### config.mk
export PLATFORM = sky130hd
export DESIGN_NAME = mem_arbiter
export DESIGN_NICKNAME = d
export VERILOG_FILES = /design/src/rtl/mem_arbiter.sv
export SDC_FILE = /design/constraint.sdc
export NUM_CORES = 1
export LEC_CHECK = 0
export CORE_MARGIN = 4
export CORE_UTILIZATION = 34
export CTS_CLUSTER_SIZE = 40
export DETAILED_ROUTE_END_ITERATION = 8
export PLACE_DENSITY = 0.84
export REMOVE_ABC_BUFFERS = 1
export SYNTH_ARGS = -nofsm -noshare
export SYNTH_HDL_FRONTEND = slang
export SYNTH_SLANG_ARGS = --single-unit
### constraint.sdc
create_clock -name clk -period 2.1 [get_ports clk]
set_input_delay 0.42 -clock clk [delete_from_list [all_inputs] [get_ports clk]]
set_output_delay 0.42 -clock clk [all_outputs]
set_load 0.01 [all_outputs]
### src/rtl/mem_arbiter.sv
// mem_arbiter: shares the unified RAM data port between the CPU load/store
// path and the FPGA keypad/LCD loader.
//
// Ports
//   clk, nrst                    clock, async active-low reset
//   cpu_req/we/addr/wdata        CPU access request (level, held until ack)
//   cpu_rdata, cpu_ack           CPU response (ack is a one-cycle pulse)
//   cpu_enable                   PC advance enable (low while a CPU access waits)
//   cpu_nrst_o                   hold-reset for PC / register file (low in LOAD)
//   fpga_req/we/addr/wdata       FPGA access request, same protocol as CPU
//   fpga_rdata, fpga_ack         FPGA response
//   load_req, load_active        exclusive program-load mode request / status
//   mem_we/addr/wdata, mem_rdata RAM data port (read data one cycle late)
//   conflict_cnt                 contended-arbitration counter
//
// Build option: define MEM_ARB_CONFLICT_CNT_EN to generate the saturating
// conflict counter; otherwise conflict_cnt is tied to zero.
module mem_arbiter #(
  parameter int ADDR_W = 12,
  parameter int DATA_W = 32
) (
  input  logic              clk,
  input  logic              nrst,
  input  logic              cpu_req,
  input  logic              cpu_we,
  input  logic [31:0]       cpu_addr,
  input  logic [DATA_W-1:0] cpu_wdata,
  output logic [DATA_W-1:0] cpu_rdata,
  output logic              cpu_ack,
  output logic              cpu_enable,
  output logic              cpu_nrst_o,
  input  logic              fpga_req,
  input  logic              fpga_we,
  input  logic [31:0]       fpga_addr,
  input  logic [DATA_W-1:0] fpga_wdata,
  output logic [DATA_W-1:0] fpga_rdata,
  output logic              fpga_ack,
  input  logic              load_req,
  output logic              load_active,
  output logic              mem_we,
  output logic [ADDR_W-1:0] mem_addr,
  output logic [DATA_W-1:0] mem_wdata,
  input  logic [DATA_W-1:0] mem_rdata,
  output logic [15:0]       conflict_cnt
);

  typedef enum logic [2:0] {IDLE, CPU_A, CPU_R, FPGA_A, FPGA_R, LOAD} state_e;

  state_e            state_q, state_d;
  logic              last_gnt_q, last_gnt_d;  // 1: FPGA received the last grant
  logic              arb, cpu_elig, fpga_elig;
  logic              ld_acc;
  logic              cpu_ack_q, fpga_ack_q, ld_ack_q, cpu_nrst_q;
  logic [DATA_W-1:0] cpu_rdata_q, fpga_rdata_q;

  // Upper address bits wrap silently.
  logic unused_addr_hi;
  assign unused_addr_hi = ^{cpu_addr[31:ADDR_W], fpga_addr[31:ADDR_W]};

  assign ld_acc = (state_q == LOAD) && fpga_req;

  // Next-state. In an _R state the side being completed still holds its
  // request (it only drops it once ack is seen), so it is masked out of that
  // arbitration; otherwise it would be granted a second time.
  always_comb begin
    state_d    = state_q;
    last_gnt_d = last_gnt_q;
    arb        = 1'b0;
    cpu_elig   = 1'b0;
    fpga_elig  = 1'b0;
    case (state_q)
      IDLE:   begin arb = 1'b1; cpu_elig = cpu_req; fpga_elig = fpga_req; end
      CPU_A:  state_d = CPU_R;
      CPU_R:  begin arb = 1'b1; fpga_elig = fpga_req; end
      FPGA_A: state_d = FPGA_R;
      FPGA_R: begin arb = 1'b1; cpu_elig = cpu_req; end
      LOAD:   if (!load_req && !fpga_req) state_d = IDLE;
      default: state_d = IDLE;
    endcase
    if (arb) begin
      if (load_req) begin
        state_d = LOAD;
      end else if (cpu_elig && fpga_elig) begin
        state_d    = last_gnt_q ? CPU_A : FPGA_A;
        last_gnt_d = !last_gnt_q;
      end else if (cpu_elig) begin
        state_d    = CPU_A;
        last_gnt_d = 1'b0;
      end else if (fpga_elig) begin
        state_d    = FPGA_A;
        last_gnt_d = 1'b1;
      end else begin
        state_d = IDLE;
      end
    end
  end

  // RAM port: driven only in an _A state or by a LOAD-mode FPGA access.
  always_comb begin
    mem_we    = 1'b0;
    mem_addr  = '0;
    mem_wdata = '0;
    if (state_q == CPU_A) begin
      mem_we    = cpu_we;
      mem_addr  = cpu_addr[ADDR_W-1:0];
      mem_wdata = cpu_wdata;
    end else if (state_q == FPGA_A || ld_acc) begin
      mem_we    = fpga_we;
      mem_addr  = fpga_addr[ADDR_W-1:0];
      mem_wdata = fpga_wdata;
    end
  end

  always_ff @(posedge clk or negedge nrst) begin
    if (!nrst) begin
      state_q      <= IDLE;
      last_gnt_q   <= 1'b1;
      cpu_ack_q    <= 1'b0;
      fpga_ack_q   <= 1'b0;
      ld_ack_q     <= 1'b0;
      cpu_nrst_q   <= 1'b0;
      cpu_rdata_q  <= '0;
      fpga_rdata_q <= '0;
    end else begin
      state_q    <= state_d;
      last_gnt_q <= last_gnt_d;
      cpu_ack_q  <= (state_q == CPU_R);
      fpga_ack_q <= (state_q == FPGA_R) || ld_acc;
      ld_ack_q   <= ld_acc;
      cpu_nrst_q <= (state_d != LOAD);
      if (state_q == CPU_R)  cpu_rdata_q  <= mem_rdata;
      if (state_q == FPGA_R) fpga_rdata_q <= mem_rdata;
    end
  end

  // A LOAD-mode ack lands in the cycle the RAM presents the read data, so the
  // data is passed straight through for that cycle.
  assign fpga_rdata  = ld_ack_q ? mem_rdata : fpga_rdata_q;
  assign fpga_ack    = fpga_ack_q;
  assign cpu_rdata   = cpu_rdata_q;
  assign cpu_ack     = cpu_ack_q;
  assign cpu_nrst_o  = cpu_nrst_q;
  assign load_active = (state_q == LOAD);
  assign cpu_enable  = !load_active && !(cpu_req && !cpu_ack_q);

`ifdef MEM_ARB_CONFLICT_CNT_EN
  logic [15:0] cnt_q;
  always_ff @(posedge clk or negedge nrst) begin
    if (!nrst) cnt_q <= '0;
    else if (arb && cpu_elig && fpga_elig && cnt_q != 16'hFFFF) cnt_q <= cnt_q + 16'd1;
  end
  assign conflict_cnt = cnt_q;
`else
  assign conflict_cnt = '0;
`endif

endmodule

### Word-level counts from Yosys, hierarchy flattened

Index checks and enable logic that the tools add are counted.

| word-level totals | value |
|---|---|
| output and inout port bits | 130 |
| bits in registers | 72 |
| logic and storage cells | 55 |

| operators by class | value |
|---|---|
| bitwise logic cells | 1 |
| mux-type cells | 21 |
| reductions and logical operators | 19 |
| equality and inequality tests | 6 |

Operators by type and width:

| kind | number |
|---|---|
| two-way mux 32 bit | 3 |
| two-way mux 12 bit | 2 |
| case mux 3 bit (4 select lines) | 1 |
| two-way mux 3 bit | 3 |
| two-way mux 1 bit | 8 |
| two-way mux 2 bit | 4 |
| == test 3 x 2 -> 1 bit (second input constant) | 2 |
| == test 3 bit (second input constant) | 2 |
| logical NOT 1 bit | 6 |
| logical AND 1 bit | 5 |
| OR reduction 2 bit | 2 |
| == test 3 x 1 -> 1 bit (second input constant) | 1 |
| logical NOT 3 bit | 1 |
| != test 3 bit (second input constant) | 1 |
| AND reduction 3 bit | 1 |
| nonzero test 3 bit | 1 |
| OR reduction 3 bit | 1 |
| logical OR 1 bit | 2 |
| inverter 1 bit | 1 |

### Logic depth before layout (Yosys ltp)

Gate-level depths: netlist (run 1).

| depth | value |
|---|---|
| depth in word-level cells | 9 |
| mapped depth | 6 |
| gate-level depth less buffers | 3 |

### Least setup slack after synthesis (run 1)

Ideal clock, no wire load.

| timing path | value |
|---|---|
| path kind | register to output |
| start point | register state_q[2] |
| end point | output port mem_addr[0] |
| setup slack | 0.441 ns |
| buffers on the path | 1 |
| required time | 1.680 ns |
| arrival | 1.239 ns |
| cell stages (with the launch flop) | 5 |
| cells stage by stage | dfrtp_1 nand2b_1 a21boi_4 buf_6 a22o_1 |

| on the way | value |
|---|---|
| word-level cells in the longest chain between the ends | 5 |
| elaborated cells on any way between the ends | 7 |

RTL lines:

| what | line | source |
|---|---|---|
| start: declaration | 49 | `state_e state_q, state_d;` |
| start signal: assignment | 125 | `state_q <= state_d;` |
| == test 3 bit | 60 | `assign ld_acc = (state_q == LOAD) && fpga_req;` |
| logical AND 1 bit | 60 |  |
| logical OR 1 bit | 107 | `end else if (state_q == FPGA_A \|\| ld_acc) begin` |
| two-way mux 12 bit | 107 |  |
| two-way mux 12 bit (*) | 103 | `if (state_q == CPU_A) begin` |
| end: declaration | 41 | `output logic [ADDR_W-1:0] mem_addr,` |

Every way passes the cells marked *; elsewhere a longest branch is shown, timed or not.

### Worst setup path after layout (run 1)

| timing path | value |
|---|---|
| start point | register state_q[1] |
| end point | output port mem_addr[9] |

Same word-level chain as after synthesis.

==> metrics.md, run 1 <==
| Metric | Value |
|---|---|
| Run status | finished with violations |
| Failing checks | negative setup slack |
| Hold buffers post-CTS | 0 |
| Tot GR Track Use | 20.43% |
| Final WL | 13.98 mm |
| Worst r2r dst | cpu_rdata[30] |
| P_int | 0.007193 W |
| Data required, critical path | 1.68 ns |
| Yosys reg bits | 72 |
| Number of H-tree levels | 3 |
| Die ar. | 13110 sq um |
| Finished Layout Cells | 695 |
| PD cells | 1532 nW/um^2 |
| DRC viols | 0 |
| TritonCTS buffer count | 9 |
| Mux contribution to synthesized area | 30.86% |
| Die H | 114.5 um |
| DRT Pass-1 Iters | 4 |
| Logic pwr share | 60.1% |
| GPL Wtd Cong | 0.9162 |
| Min-Delay Path Class | in2async |
| CTS root buffer | clkbuf_16 |
| Synth cell types | 27 |
| I/O pin count | 297 |
| Seq/Total Area, Yosys | 46.76% |
| Grt ovf | 0 |
| Vias in the first global route | 3816 |
| Synth Area in Compound Gates | 12.23% |
| Starting Density | 35.11% |
| Ant. Diodes | 0 |
| Warnings from Yosys | 0 |
| Pin count of the biggest net entering global routing | 41 |
| Hold slack | 0.03229 ns |
| Xor/xnor share of the synthesized area | 0% |
| Worst-Skew Late Latency | 0.33 ns |
| Starting DRT DRC Count | 173 |
| Place WS | -0.5068 ns |
| Clock skew | 0.008911 ns |
| CP arrival | 1.79 ns |
| Switching Share | 33.20% |
| Layout cell share with drive strength beyond 1 | 38.20% |
| DR vias | 3439 |
| RSZ-0062 raised after global routing | yes |
| Initial antenna violation count | 0 |
| CP most frequent cell | buf_6 |
| Dpl hpwl | 9.896 mm |
| Via density per instance | 4.948 |
| Post-synthesis adder-cell area fraction | 0% |
| Switching power | 0.003574 W |
| Synth Instances | 276 |
| Clock buffer depth | 2 |
| Max Cap Viol | 0 |
| Final hold violation count | 0 |
| Worst setup path endpoint | mem_addr[9] |
| Largest fanout on the critical path | 6 |
| Static leakage | 3.155 nW |
| Die width | 114.5 um |
| Fin crit share | 105.3% |
| Max stage delay on crit path | 0.41 ns |
| Reg power frac | 23.3% |
| Fin. max-slew vios | 0 |
| Post-layout min period | 2.212 ns |
| Synthesized area | 3856 sq um |
| R2R depth | 5 |
| Layout area overhead | 82.28% |
| Worst r2r src | state_q[2] |
| Worst setup path startpoint | state_q[1] |
| Slowest cell on crit path | dfrtp_1 |
| Syn avg cell area | 13.97 sq um |
| Number of cell rows | 38 |
| Clk pin slew, worst setup/hold paths | 0.06 ns |
| Final setup slack of the worst path | -0.1119 ns |
| Maximum clock rate | 452.1 MHz |
| Synth Area in Simple Gates | 2.304% |
| Largest family of logic cells by synthesized area | multiplexers |
| IO buf count | 240 |
| First-pass GRT wire length | 20.59 mm |
| Reg2Reg Setup Slack | 0.42 ns |
| CTS tree | built |
| Post-layout util | 64.00% |
| Count of final setup violators | 45 |
| Setup crit end kind | output pin |
| Clock power frac | 16.6% |
| Fin nets | 717 |
| Crit path cell chain | nand3b_1 -> a21boi_4 -> buf_6 -> buf_6 -> buf_16 -> a22o_1 -> buf_6 |
| Drt wl/cell | 20.11 um |
| Core area | 10980 sq um |
| Worst Setup Start Kind | flip-flop |
| Routed Antenna Nets | 0 |
| Placed cells | 657 |
| CP Class | reg2out |
| CTS sink count | 72 |
| Peak VDD IR | 0.0009823 V |
-- stage by stage --
step | cell area [sq um] | power [W] | setup TNS (ns)
after floorplan | 3628 | 0.005338 | -92.54
after global placement | 6432 | 0.008415 | -20.26
after detailed placement | 6432 | 0.008563 | -20.25
final | 7029 | 0.01077 | -3.221
after CTS | 6988 | 0.01074 | -4.741
after global routing | 7029 | 0.01132 | -6.692
-- registers in the layout, summed over array words and instances, names as in the netlist --
signal,count
cpu_rdata,32
ld_ack_q,1
cpu_nrst_o,1
cpu_ack,1
state_q,3
fpga_ack,1
fpga_rdata_q,32
last_gnt_q,1
-- critical path: cells and delay by family, from the launching register on --
kind	cells	cell delay (ns)
DFF	1	0.41
and+or+nand+nor	1	0.21
buffers and inverters	4	0.50
AOI/OAI and AO/OA	2	0.34
-- kinds of logic (layout without fill, tap and decap cells) --
| logic type | Yosys count | in the layout |
|---|---|---|
| buf+inv | 41 | 305 |
| mux | 96 | 96 |
| compound gates | 54 | 54 |
| other cells | 1 | 16 |
| flops | 72 | 72 |
| simple gates | 12 | 12 |
-- layer usage --
metal / vias to the layer above / wire (um) / track usage (%)
met4: 0 / 525 / 9.343
met1: 1704 / 4753 / 20.63
met5: - / 0 / 0
li1: 1542 / - / -
met2: 164 / 7677 / 38.69
met3: 29 / 1022 / 5.391
-- worst min-delay path by stage --
stage               depth (start not counted)          endpoint  startpoint  slack [ns]
floorplan                                   0           cpu_ack        nrst        0.12
global route                                1      cpu_rdata[9]        nrst        0.05
global placement                            1      cpu_rdata[9]        nrst        0.38
CTS                                         1      cpu_rdata[9]        nrst        0.03
finish                                      1  fpga_rdata_q[17]        nrst        0.03
detailed placement                          1      cpu_rdata[9]        nrst        0.39
-- what timing repair did --
item                                    4_1_cts  5_1_grt
endpoints found under the setup margin       79       47
pin swaps                                     7       20
gates cloned                                  8        4
setup buffers                                13        1
resized for setup                           253        5
-- Yosys cell counts (all sizes together) --
master / instances / area [sq um]
a21oi: 2 / 10.01
nor3b: 2 / 15.01
clkbuf: 1 / 3.750
nand2: 1 / 3.750
buf: 36 / 280.3
a41o: 1 / 10.01
inv: 4 / 15.01
nand2b: 2 / 12.51
nor2: 2 / 22.52
a31o: 1 / 8.760
and3b: 1 / 8.760
dfstp: 1 / 26.28
a22o: 45 / 394.1
or2: 1 / 6.260
mux2: 96 / 1190
conb: 1 / 3.750
a211o: 1 / 8.760
a21boi: 1 / 18.77
nand3b: 1 / 7.510
dfrtp: 71 / 1777
and2: 2 / 12.51
a31oi: 2 / 12.51
o2bb2ai: 1 / 8.760
-- power groups by stage --
stage / clock, W / combinational (W) / sequential [W]
after CTS: 0.00183 / 0.00640 / 0.00251
after detailed placement: 0 / 0.00604 / 0.00253
after global placement: 0 / 0.00594 / 0.00248
after floorplan: 0 / 0.00271 / 0.00263
after global routing: 0.00189 / 0.00683 / 0.00260
final: 0.00179 / 0.00647 / 0.00251
-- cells in the final DEF, fill, tap and decap left out, drive strengths merged --
master | synthesis | layout
dlygate4sd2 | 0 | 34
nand2 | 1 | 1
conb | 1 | 16
mux2 | 96 | 96
or2 | 1 | 1
buf | 36 | 88
a31oi | 2 | 2
nand3b | 1 | 1
and2 | 2 | 2
clkinvlp | 0 | 1
dfstp | 1 | 1
a21boi | 1 | 1
clkbuf | 1 | 13
dfrtp | 71 | 71
nand2b | 2 | 2
clkdlybuf4s50 | 0 | 159
nor3b | 2 | 2
inv | 4 | 5
a31o | 1 | 1
bufinv | 0 | 3
a22o | 45 | 45
a41o | 1 | 1
o2bb2ai | 1 | 1
a211o | 1 | 1
clkinv | 0 | 1
a21oi | 2 | 2
clkdlybuf4s15 | 0 | 1
nor2 | 2 | 2
and3b | 1 | 1
-- cell type report --
cell class                      instances  area (sq um)
Multi-Input combinational cell        178          1831
Clock buffer                           10         239.0
Inverter                                4         15.01
Clock inverter                          6         115.1
Tap cell                              140         175.2
Timing Repair Buffer                  285          2849
Sequential cell                        72          1805
Fill cell                             843          3954
Note: power is estimated with default switching activity, not from simulation.
==> inputs of run 2 (changes only) <==
--- a/config.mk
+++ b/config.mk
@@ -10,6 +10,7 @@
 export CTS_CLUSTER_SIZE = 40
 export DETAILED_ROUTE_END_ITERATION = 8
 export PLACE_DENSITY = 0.84
+export RECOVER_POWER = 50
 export REMOVE_ABC_BUFFERS = 1
 export SYNTH_ARGS = -nofsm -noshare
 export SYNTH_HDL_FRONTEND = slang
==> run 2 against run 1 <==
Compared with the run above:
- the flow finishes with violations (max-capacitance violations, max-slew violations, negative setup slack)
- total power hardly changed
- critical path depth unchanged
- die area is the same
==> metrics.md, run 2 (same netlist as run 1, synthesis figures left out) <==
| Metric | Value |
|---|---|
| Most common cell after layout, fill and taps aside | clkdlybuf4s50_1 |
| Count of final setup violators | 45 |
| Rel. slew slack | -15.67% |
| Area occupied by multi-input gates | 1831 sq um |
| CP most frequent cell | buf_6 |
| Starting DRT DRC Count | 197 |
| Post-layout min period | 2.213 ns |
| Clk pin slew, worst setup/hold paths | 0.06 ns |
| Static leakage | 3.148 nW |
| Final setup slack of the worst path | -0.1127 ns |
| DRT Pass-1 Iters | 4 |
| Number of cell rows | 38 |
| Die H | 114.5 um |
| Vias in the first global route | 3816 |
| CP Class | reg2out |
| Data required, critical path | 1.68 ns |
| Fin crit share | 105.4% |
| Peak VDD IR | 0.0009832 V |
| Die width | 114.5 um |
| TritonCTS buffer count | 9 |
| Starting Density | 35.11% |
| Fin. max-slew vios | 34 |
| Final WL | 13.95 mm |
| Worst-Skew Late Latency | 0.33 ns |
| Reg area | 1805 sq um |
| Worst Setup Start Kind | flip-flop |
| Setup crit end kind | output pin |
| Tot GR Track Use | 20.43% |
| CTS sink count | 72 |
| Final hold violation count | 0 |
| CTS tree | built |
| Clock skew | 0.008699 ns |
| DR vias | 3419 |
| Power Total | 0.01076 W |
| Max stage delay on crit path | 0.41 ns |
| Fin nets | 717 |
| RSZ-0062 raised after global routing | yes |
| DRC viols | 0 |
| CTS root buffer | clkbuf_16 |
| GPL Wtd Cong | 0.9162 |
| I/O pin count | 297 |
| Max Cap Viol | 1 |
| Fill cells | 847 |
| Crit path cell chain | nand3b_1 -> a21boi_4 -> buf_6 -> buf_6 -> buf_16 -> a22o_1 -> buf_6 |
| Drt wl/cell | 20.07 um |
| Initial antenna violation count | 0 |
| Dpl hpwl | 9.896 mm |
| Hold buffers post-CTS | 0 |
| Grt ovf | 0 |
| Maximum clock rate | 451.9 MHz |
| PD cells | 1534 nW/um^2 |
| Run status | finished with violations |
| Number of H-tree levels | 3 |
| Largest fanout on the critical path | 6 |
| Routed Antenna Nets | 0 |
| Clock buffer depth | 2 |
| Ant. Diodes | 0 |
| First-pass GRT wire length | 20.59 mm |
| Post-layout util | 63.89% |
| Layout cell share with drive strength beyond 1 | 38.02% |
| CP arrival | 1.79 ns |
| Die ar. | 13110 sq um |
| Least-Margin Pin Slew | 1.735 ns |
| Pin count of the biggest net entering global routing | 41 |
| IO buf count | 240 |
| Core area | 10980 sq um |
| Failing checks | max-capacitance violations, max-slew violations, negative setup slack |
| Layout area overhead | 81.96% |
| Via density per instance | 4.919 |
| Commonest cells after routing, fill and taps aside | clkdlybuf4s50_1, dfrtp_1, mux2_2, a22o_1, dlygate4sd2_1 |
| Min-Delay Path Class | reg2reg |
| Slowest cell on crit path | dfrtp_1 |
## run 2: layout make-up
class                   instances  area share [%]
clock buffers                  10           3.406
repair buffers                285           40.42
flip-flops and latches         72           25.73
clock inverters                 6           1.641
well taps                     140           2.496
multi-input cells             178           26.09
inverters                       4          0.2140
## run 2: worst paths after layout
| kind | from | end | slack [ns] | cells after the start |
|---|---|---|---|---|
| max in group asynchronous | nrst | last_gnt_q | 0.40 | 2 |
| worst max register to register | state_q[2] | cpu_rdata[30] | 0.42 | 5 |
| worst min-delay path | fpga_rdata_q[16] | fpga_rdata_q[16] | 0.50 | 1 |
| worst max-delay path | state_q[1] | mem_addr[9] | -0.11 | 7 |
| min in group asynchronous | nrst | cpu_rdata[9] | 0.55 | 1 |
| worst min register to register | fpga_rdata_q[16] | fpga_rdata_q[16] | 0.50 | 1 |
## run 2: timing repair
item / 4_1_cts / 5_1_grt
endpoints found under the hold margin: 0 / 0
setup endpoints to repair: 79 / 47
cloned: 8 / 4
setup buffers: 13 / 1
resized for setup: 253 / 5
pin swaps: 7 / 20
## run 2: where the power goes
group	internal, W	switching, W	leakage [nW]
registers	0.00211	0.000406	0.855
logic	0.00389	0.00258	2.12
clock network	0.00120	0.000592	0.169
## run 2: worst max-delay path, delay by kind of cell, from the launching register on
family,cells,cell delay [ns]
compound gates,2,0.34
buf+inv,4,0.50
flops,1,0.41
simple gates,1,0.21
## run 2: stage by stage
stage	setup slack (ns)	TNS (ns)	instances	cell area, sq um	hold WS [ns]
detailed placement	-0.5068	-20.25	657	6432	0.3903
global placement	-0.5082	-20.26	657	6432	0.3838
CTS	-0.1635	-4.741	694	6988	0.03390
floorplan	-1.873	-92.54	254	3628	0.1244
global route	-0.1913	-6.692	695	7017	0.5093
finish	-0.1127	-3.234	695	7017	0.5023
## run 2: routing by layer
metal  share of wire (%)  vias to the layer above  GRT usage, %
li1                    -                     1541             -
met1                  34                     1683         20.63
met2                  55                      166         38.69
met3                 7.4                       29         5.391
met4                 3.7                        0         9.343
met5                   0                        -             0
